--- src/rtl/fetch_sequencer_pkg.sv ---
// Shared types and constants for the IF-stage fetch sequencer.
package fetch_pkg;

  typedef enum logic [1:0] {
    BOOT  = 2'd0,
    RUN   = 2'd1,
    FLUSH = 2'd2,
    HALT  = 2'd3
  } fetch_state_t;

  localparam int         PC_W      = 14;
  localparam int         INSTR_W   = 16;
  localparam int         OFF_W_DEF = 24;
  localparam logic [3:0] OPC_HALT  = 4'hF;

endpackage

--- src/rtl/fetch_sequencer_sat_counter.sv ---
// Saturating up-counter with asynchronous active-low clear.
module sat_counter #(
  parameter int W = 16
) (
  input  logic         clk,
  input  logic         clr_n,
  input  logic         inc_i,
  output logic [W-1:0] cnt_o
);

  logic [W-1:0] cnt_q, cnt_d;

  // Count up on inc, but stick at all-ones instead of wrapping.
  always_comb begin
    cnt_d = cnt_q;
    if (inc_i && (cnt_q != {W{1'b1}})) cnt_d = cnt_q + 1'b1;
  end

  // Counter register; clear wins asynchronously.
  always_ff @(posedge clk or negedge clr_n) begin
    if (!clr_n) cnt_q <= '0;
    else        cnt_q <= cnt_d;
  end

  assign cnt_o = cnt_q;

endmodule

--- src/rtl/fetch_sequencer.sv ---
// IF-stage control FSM: boot hold, load-use stall, branch redirect with
// IF/ID flush window, and HALT. Redirect/stall outputs are Mealy so the IF
// stage sees them in the same cycle the EX stage / hazard unit raise them.
module fetch_sequencer
  import fetch_pkg::*;
#(
  parameter int         BOOT_CYCLES  = 4,
  parameter int         FLUSH_CYCLES = 2,
  parameter int         OFF_W        = OFF_W_DEF,
  parameter logic [3:0] HALT_OPC     = OPC_HALT
) (
  input  logic               clk,
  input  logic               rst,
  input  logic               exBrValid,
  input  logic [OFF_W-1:0]   exBrOffset,
  input  logic               loadUseHaz,
  input  logic [INSTR_W-1:0] ifInstr,
  input  logic               resume,
  output logic               brTaken,
  output logic [OFF_W-1:0]   brOffset,
  output logic               freeze,
  output logic               flushIFID,
  output logic               flushIDEX,
  output logic               halted,
  output logic [15:0]        stallCount
);

  localparam logic [7:0] BOOT_RELOAD  = 8'(BOOT_CYCLES - 1);
  // With a single flush cycle the redirect cycle itself covers it.
  localparam logic [7:0] FLUSH_RELOAD = (FLUSH_CYCLES > 1) ? 8'(FLUSH_CYCLES - 2) : 8'd0;
  localparam fetch_state_t BR_NEXT    = (FLUSH_CYCLES > 1) ? FLUSH : RUN;

  fetch_state_t state_q, state_d;
  logic [7:0]   cnt_q, cnt_d;
  logic         halted_q;
  logic         stall_inc;
  logic         is_halt_opc;
  logic         unused_instr;

  assign is_halt_opc  = (ifInstr[15:12] == HALT_OPC);
  assign unused_instr = ^ifInstr[11:0];

  // Next-state and Mealy output decode.
  always_comb begin
    state_d   = state_q;
    cnt_d     = cnt_q;
    brTaken   = 1'b0;
    freeze    = 1'b0;
    flushIFID = 1'b0;
    flushIDEX = 1'b0;
    stall_inc = 1'b0;
    unique case (state_q)
      BOOT: begin
        freeze = 1'b1;
        if (cnt_q == 8'd0) state_d = RUN;
        else               cnt_d   = cnt_q - 8'd1;
      end
      RUN: begin
        if (exBrValid) begin
          // Redirect beats a concurrent stall: the stalled instr is wrong-path.
          brTaken   = 1'b1;
          flushIFID = 1'b1;
          flushIDEX = 1'b1;
          state_d   = BR_NEXT;
          cnt_d     = FLUSH_RELOAD;
        end else if (loadUseHaz) begin
          freeze    = 1'b1;
          flushIDEX = 1'b1;
          stall_inc = 1'b1;
        end else if (is_halt_opc) begin
          state_d = HALT;
        end
      end
      FLUSH: begin
        flushIFID = 1'b1;
        if (exBrValid) begin
          brTaken   = 1'b1;
          flushIDEX = 1'b1;
          state_d   = BR_NEXT;
          cnt_d     = FLUSH_RELOAD;
        end else if (cnt_q == 8'd0) begin
          state_d = RUN;
        end else begin
          cnt_d = cnt_q - 8'd1;
        end
      end
      HALT: begin
        freeze = 1'b1;
        if (resume) state_d = RUN;
      end
      default: state_d = BOOT;
    endcase
  end

  // Keep the IF adder input clean when no branch is taken.
  assign brOffset = brTaken ? exBrOffset : '0;

  // State, shared down-counter and registered halted flag.
  always_ff @(posedge clk or negedge rst) begin
    if (!rst) begin
      state_q  <= BOOT;
      cnt_q    <= BOOT_RELOAD;
      halted_q <= 1'b0;
    end else begin
      state_q  <= state_d;
      cnt_q    <= cnt_d;
      halted_q <= (state_d == HALT);
    end
  end

  assign halted = halted_q;

  sat_counter #(.W(16)) u_stall_cnt (
    .clk   (clk),
    .clr_n (rst),
    .inc_i (stall_inc),
    .cnt_o (stallCount)
  );

endmodule

--- config.mk ---
export PLATFORM = sky130hd
export DESIGN_NAME = fetch_sequencer
export DESIGN_NICKNAME = d
export VERILOG_FILES = /design/src/rtl/fetch_sequencer_pkg.sv /design/src/rtl/fetch_sequencer_sat_counter.sv /design/src/rtl/fetch_sequencer.sv
export SDC_FILE = /design/constraint.sdc
export NUM_CORES = 1
export LEC_CHECK = 0
export ABC_AREA = 1
export CAP_MARGIN = 25
export CELL_PAD_IN_SITES_DETAIL_PLACEMENT = 0
export CELL_PAD_IN_SITES_GLOBAL_PLACEMENT = 1
export CORE_UTILIZATION = 30
export DETAILED_ROUTE_END_ITERATION = 8
export PLACE_DENSITY_LB_ADDON = 0.1
export SKIP_LAST_GASP = 1
export SLEW_MARGIN = 20
export SYNTH_ARGS = -nofsm -noshare
export SYNTH_HDL_FRONTEND = slang
export SYNTH_SLANG_ARGS = --single-unit
export TNS_END_PERCENT = 1
--- constraint.sdc ---
create_clock -name clk -period 3.78 [get_ports clk]
set_clock_uncertainty 0.05 [all_clocks]
set_input_delay 0.378 -clock clk [delete_from_list [all_inputs] [get_ports clk]]
set_output_delay 0.378 -clock clk [all_outputs]
set_load 0.005 [all_outputs]
* Yosys cells after proc, flatten, opt, wreduce, memory -nomap -nowiden
Index checks and enable logic that the tools add are counted.
** Cells by class
- Add/subtract/negate cells :: 2
- Muxes and demuxes :: 21
- Shifts and indexed selects :: 0
- Reduce and logical (&&, ||, !) cells :: 7
- Multipliers :: 0
- Equality and inequality tests :: 7
- Divide/modulo/power cells :: 0
- Order comparisons :: 0
- Bitwise operators :: 0
** Operators with widths (number)
- 2-to-1 mux 24 bit :: 1
- 2-to-1 mux 8 bit :: 3
- one-hot mux 8 bit (3 select lines) :: 1
- adder 16 x 1 -> 16 bit, second input constant :: 1
- inequality test 16 bit, second input constant :: 1
- 2-to-1 mux 2 bit :: 6
- logical NOT 8 bit :: 1
- one-hot mux 2 bit (4 select lines) :: 1
- subtractor 8 x 1 -> 8 bit, second input constant :: 1
- == test 2 bit, second input constant :: 3
- 2-to-1 mux 1 bit :: 6
- one-hot mux 1 bit (2 select lines) :: 3
- == test 4 bit, second input constant :: 1
- OR reduction 2 bit :: 2
- nonzero test 3 bit :: 1
- == test 2 x 1 -> 1 bit, second input constant :: 1
- logical NOT 2 bit :: 1
- inequality test 2 bit, second input constant :: 1
- AND reduction 2 bit :: 1
- logical AND 1 bit :: 1
** Word-level totals
- Memories :: 0
- Bits in registers :: 27
- Bits in writable memories :: 0
- Bits in read-only memories :: 0
- Output and inout port bits :: 45
- Word-level logic and storage cells :: 41
- Bits of input ports :: 45
- Bits in latches :: 0

* Longest topological paths before layout
- Word-level depth :: 6
- Mapped depth :: 11
- Mapped depth without buffers :: 11

* Cells and area by module
A second synthesis with hierarchy kept.
** Unflattened totals
- Cell total of the unflattened synthesis :: 317
- Area total of the unflattened synthesis :: 2088.3 µm²
** Modules (own cells, without submodules)
- sat_counter :: sequential area each 400.4 µm², cells each 149, times used 1, area an instance 1058.5 µm²
- fetch_sequencer :: sequential area each 277.8 µm², cells each 168, times used 1, area an instance 1029.7 µm²

* Least setup slack after synthesis
OpenSTA, ideal clock, no wires.
- Path type :: register to output
- Start point :: register state_q[0]
- End point :: output brTaken
- Path buffers :: 1
- Stages on the path, launching flop included :: 6
- Arrival :: 1.294 ns
- Data required time :: 3.352 ns
- Slack :: 2.058 ns
- Cell sequence :: dfrtp_1 > inv_1 > ha_1 > nand2_1 > clkbuf_1 > inv_1
** Between the ends
- Longest elaborated chain between the ends :: 3
- Elaborated cells on any way between the ends :: 4
- Classes of those cells :: eq/ne (2); mux (1); reduce/logical (1)
** Ends and longest elaborated chain
- start: declaration :: RTL line fetch_sequencer.sv:33 : fetch_state_t state_q, state_d;
- start signal: assignment :: RTL line fetch_sequencer.sv:105 : state_q <= state_d;
- == test 2 bit / == test 2 x 1 -> 1 bit (equally long branches) :: RTL line fetch_sequencer.sv:52 : unique case (state_q)
- OR reduction 2 bit (no source line) (*)
- 2-to-1 mux 1 bit (*)
- end: declaration :: RTL line fetch_sequencer.sv:19 : output logic brTaken,
Mark *: on every way between the ends. The rest lies on a longest branch, timed or not.

* Final worst setup path
- Start point :: register state_q[1]
- End point :: output brOffset[23]
** Between the ends
- Longest elaborated chain between the ends :: 4
- Elaborated cells on any way between the ends :: 5
- Classes of those cells :: eq/ne (2); mux (2); reduce/logical (1)
** Ends and longest elaborated chain
- == test 2 bit / == test 2 x 1 -> 1 bit (equally long branches) :: RTL line fetch_sequencer.sv:52
- OR reduction 2 bit (no source line) (*)
- 2-to-1 mux 1 bit (*)
- 2-to-1 mux 24 bit (*) :: RTL line fetch_sequencer.sv:96 : assign brOffset = brTaken ? exBrOffset : '0;
- end: declaration :: RTL line fetch_sequencer.sv:20 : output logic [OFF_W-1:0] brOffset,
Marked as above.

==> metrics.txt <==
setup TNS=0 ns; Sequential Power Share=32.7%; switching share of total power=between 40% and 50%; Fin. Hold Viols=0; post-synthesis sequential area ratio=approximately a third; pin count of the biggest net entering global routing=28; # port buffers=between 70 and 80; Avg Cell Area, Syn=about 6.4 um2; Post-CTS Resized=0; drt drc=0; Critical R2R Launch=u_stall_cnt.cnt_o[0]$_DFFE_PN0P_; Ant. Diodes=0; clk slew on worst S/H paths=roughly 0.12 ns; drt first pass iters=4; CTS Buffer Depth=2; Met3 Wirelength=about 170 um; GRT Resource Usage Total=between 15 and 20%; core area=approximately 6400 um2; NetSw=approximately 0.00052 W; CTS Buf Count=3; synth warn=0; initial DRC count=45; share of cells above drive strength 1=about 5%; post-route ant nets=0; DR vias=just under 2000; Worst-Margin Slew=0.7893 ns; RSZ-0062 raised after global routing=no; die area=between 6000 and 7000 um2; initial antenna violation count=0; Pwr Total=0.001256 W; CP Max Fanout=25; Fmax=354.5 MHz; Setup crit end kind=primary output; post-synth design cell area=around 2000 um2; r2r setup slk=roughly 1.8 ns; vias in the first global route=1916; prevailing post-synth register cell=dfrtp_1; R2R depth=8; CP Launch Type=register; VDD IR max=0.1960 mV; clock sink total=27; routability congestion estimate=0.7894; most frequent cells after synthesis=101 x nand2_1, 59 x nor2_1, 56 x inv_1; dpl hpwl=4039 um; Routed wire per std cell=11.08 um; grt total ovfl=0; first-pass GRT wire length=8935 um; logic gate share of total power=between 50% and 60%; HP Class=in2async; CTS Hold Buffers Added=0; starting density of the core=31.27%; die height=about 84 um; Lkg Pwr=approximately 1.4 nW; H-tree depth=1; clock root cell=clkbuf_8; post-synthesis register bit count=27; Tmin final=2.821 ns; Cell Rows=29; largest area contributor in the netlist=dfrtp_1; Slew headroom=a little under half; reg2reg end=u_stall_cnt.cnt_o[12]$_DFFE_PN0P_; Setup CP Type=reg2out; Die W=between 80 and 90 um; top layer in use=met4; met2 WL=2606 um; synthesized instance count=between 300 and 400; final setup fails=0; DP Cell Count=464; Worst Slack Setup Final=roughly 0.96 ns; Slew Viols, Final=0; fill count=between 600 and 700; layout net count=between 400 and 500; CTS tree=done; Boundary Pins=90; most instantiated library cell after synthesis=nand2_1; top cell type's share of synthesized area=between 30% and 40%; dominant cells by area after synthesis=dfrtp_1 31%, nand2_1 19%, nor2_1 11%, inv_1 11%, ha_1 4.4%; Power Density=roughly 430 nW/um2; max-cap check violation count=0; Final Cycle Share=between 70% and 80%; ys async rst share=100.0%; Worst-Skew Late Latency=0.29 ns; syn_nets=about 370; worst path arrival time=2.39 ns; Routed met1 length=about 2400 um; clock share of power=14.6%; Yosys cell types=25; status=finished clean; Cell Int Power=between 0.0007 and 0.0008 W; final std cells w/o fill=468; dpl ws=between 1 and 1.5 ns; Area growth syn-to-layout=44.80%; postcts setup bufs=0; number of synthesized flops with an enable pin=0; DRT Wirelength=slightly above 5000 um; critical path required time=3.35 ns; DR vias/cell=around 4.2
==> cell usage in the layout, fill, tap and decap left out <==
cell / Yosys / final
nand4_1: 2 / 2
clkinv_1: 1 / 1
xnor2_1: 10 / 10
xor2_1: 3 / 3
clkbuf_8: 0 / 3
nand3b_1: 1 / 1
a21oi_1: 4 / 4
clkdlybuf4s50_1: 0 / 77
ha_1: 7 / 7
inv_2: 1 / 1
buf_4: 0 / 1
nor2_2: 2 / 2
nor2_4: 2 / 2
dfrtp_1: 25 / 25
and3_1: 1 / 1
nand2_2: 4 / 4
o21ai_1: 1 / 1
inv_1: 56 / 56
o21ai_4: 1 / 1
nand3_1: 13 / 13
nand3_2: 2 / 2
inv_6: 0 / 1
o21ai_0: 10 / 10
nor2_1: 59 / 59
inv_4: 1 / 1
dfstp_2: 2 / 2
nand2_1: 101 / 101
==> power by group through the flow <==
stage               logic, W  clock network, W  registers, W
finish              0.000662          0.000183      0.000410
global placement    0.000667                 0      0.000415
floorplan           0.000405                 0      0.000405
CTS                 0.000673          0.000188      0.000410
global route        0.000764          0.000206      0.000419
detailed placement  0.000670                 0      0.000416
==> stage by stage <==
| stage | utilization, % | area [um2] | hold WS (ns) |
|---|---|---|---|
| 2_1_floorplan | - | 1997 | 0.03241 |
| 3_3_place_gp | 44.49 | 2841 | 0.4620 |
| 3_5_place_dp | 44.49 | 2841 | 0.4664 |
| 4_1_cts | 45.28 | 2892 | 0.4312 |
| 5_1_grt | 45.28 | 2892 | 0.4499 |
| 6_report | 45.28 | 2892 | 0.4092 |
==> critical path: stages (launching register included) <==
cell and delay, ns:
dfrtp_1 0.41, inv_1 0.09, ha_1 0.34, nand2_1 0.47, nor2_1 0.25, clkdlybuf4s50_1 0.53
==> kinds of logic after synthesis <==
| logic type | count (synthesis) | share of synthesized area, % |
|---|---|---|
| AND/OR/NAND/NOR | 187 | 38.66 |
| buffers and inverters | 63 | 12.72 |
| flip-flops | 27 | 33.96 |
| AO/OA/AOI/OAI | 16 | 4.574 |
| XOR/XNOR | 13 | 5.702 |
| adder cells (fa/ha/maj) | 7 | 4.386 |
==> layout make-up <==
class / instances / area, um2 / share of cell area, %
inverter: 59 / 224.0 / 7.746
timing repair buffer: 78 / 778.2 / 26.91
clock inverter: 1 / 8.758 / 0.3029
clock buffer: 3 / 41.29 / 1.428
sequential: 27 / 678.2 / 23.45
tap: 77 / 96.34 / 3.332
multi-input combinational: 223 / 1065 / 36.82
==> worst max path at each step <==
| stage | startpoint | end |
|---|---|---|
| after CTS | state_q[0]$_DFF_PN0_ | brOffset[8] |
| final | state_q[1]$_DFF_PN0_ | brOffset[23] |
| after detailed placement | exBrValid | brOffset[1] |
| after global routing | state_q[1]$_DFF_PN0_ | brOffset[22] |
| after global placement | exBrValid | brOffset[1] |
| after floorplan | state_q[0]$_DFF_PN0_ | brTaken |
==> flip-flops by register name, indices dropped and copies added, names as in the netlist <==
signal             count
cnt_q                  8
halted                 1
u_stall_cnt.cnt_o     16
state_q                2
==> metal layers <==
metal | up-vias | track usage, %
met1 | 865 | 19.13
met4 | 0 | 2.311
met5 | - | 0
li1 | 1077 | -
met2 | 33 | 28.60
met3 | 2 | 2.176
(Power assumes the default switching activity.)
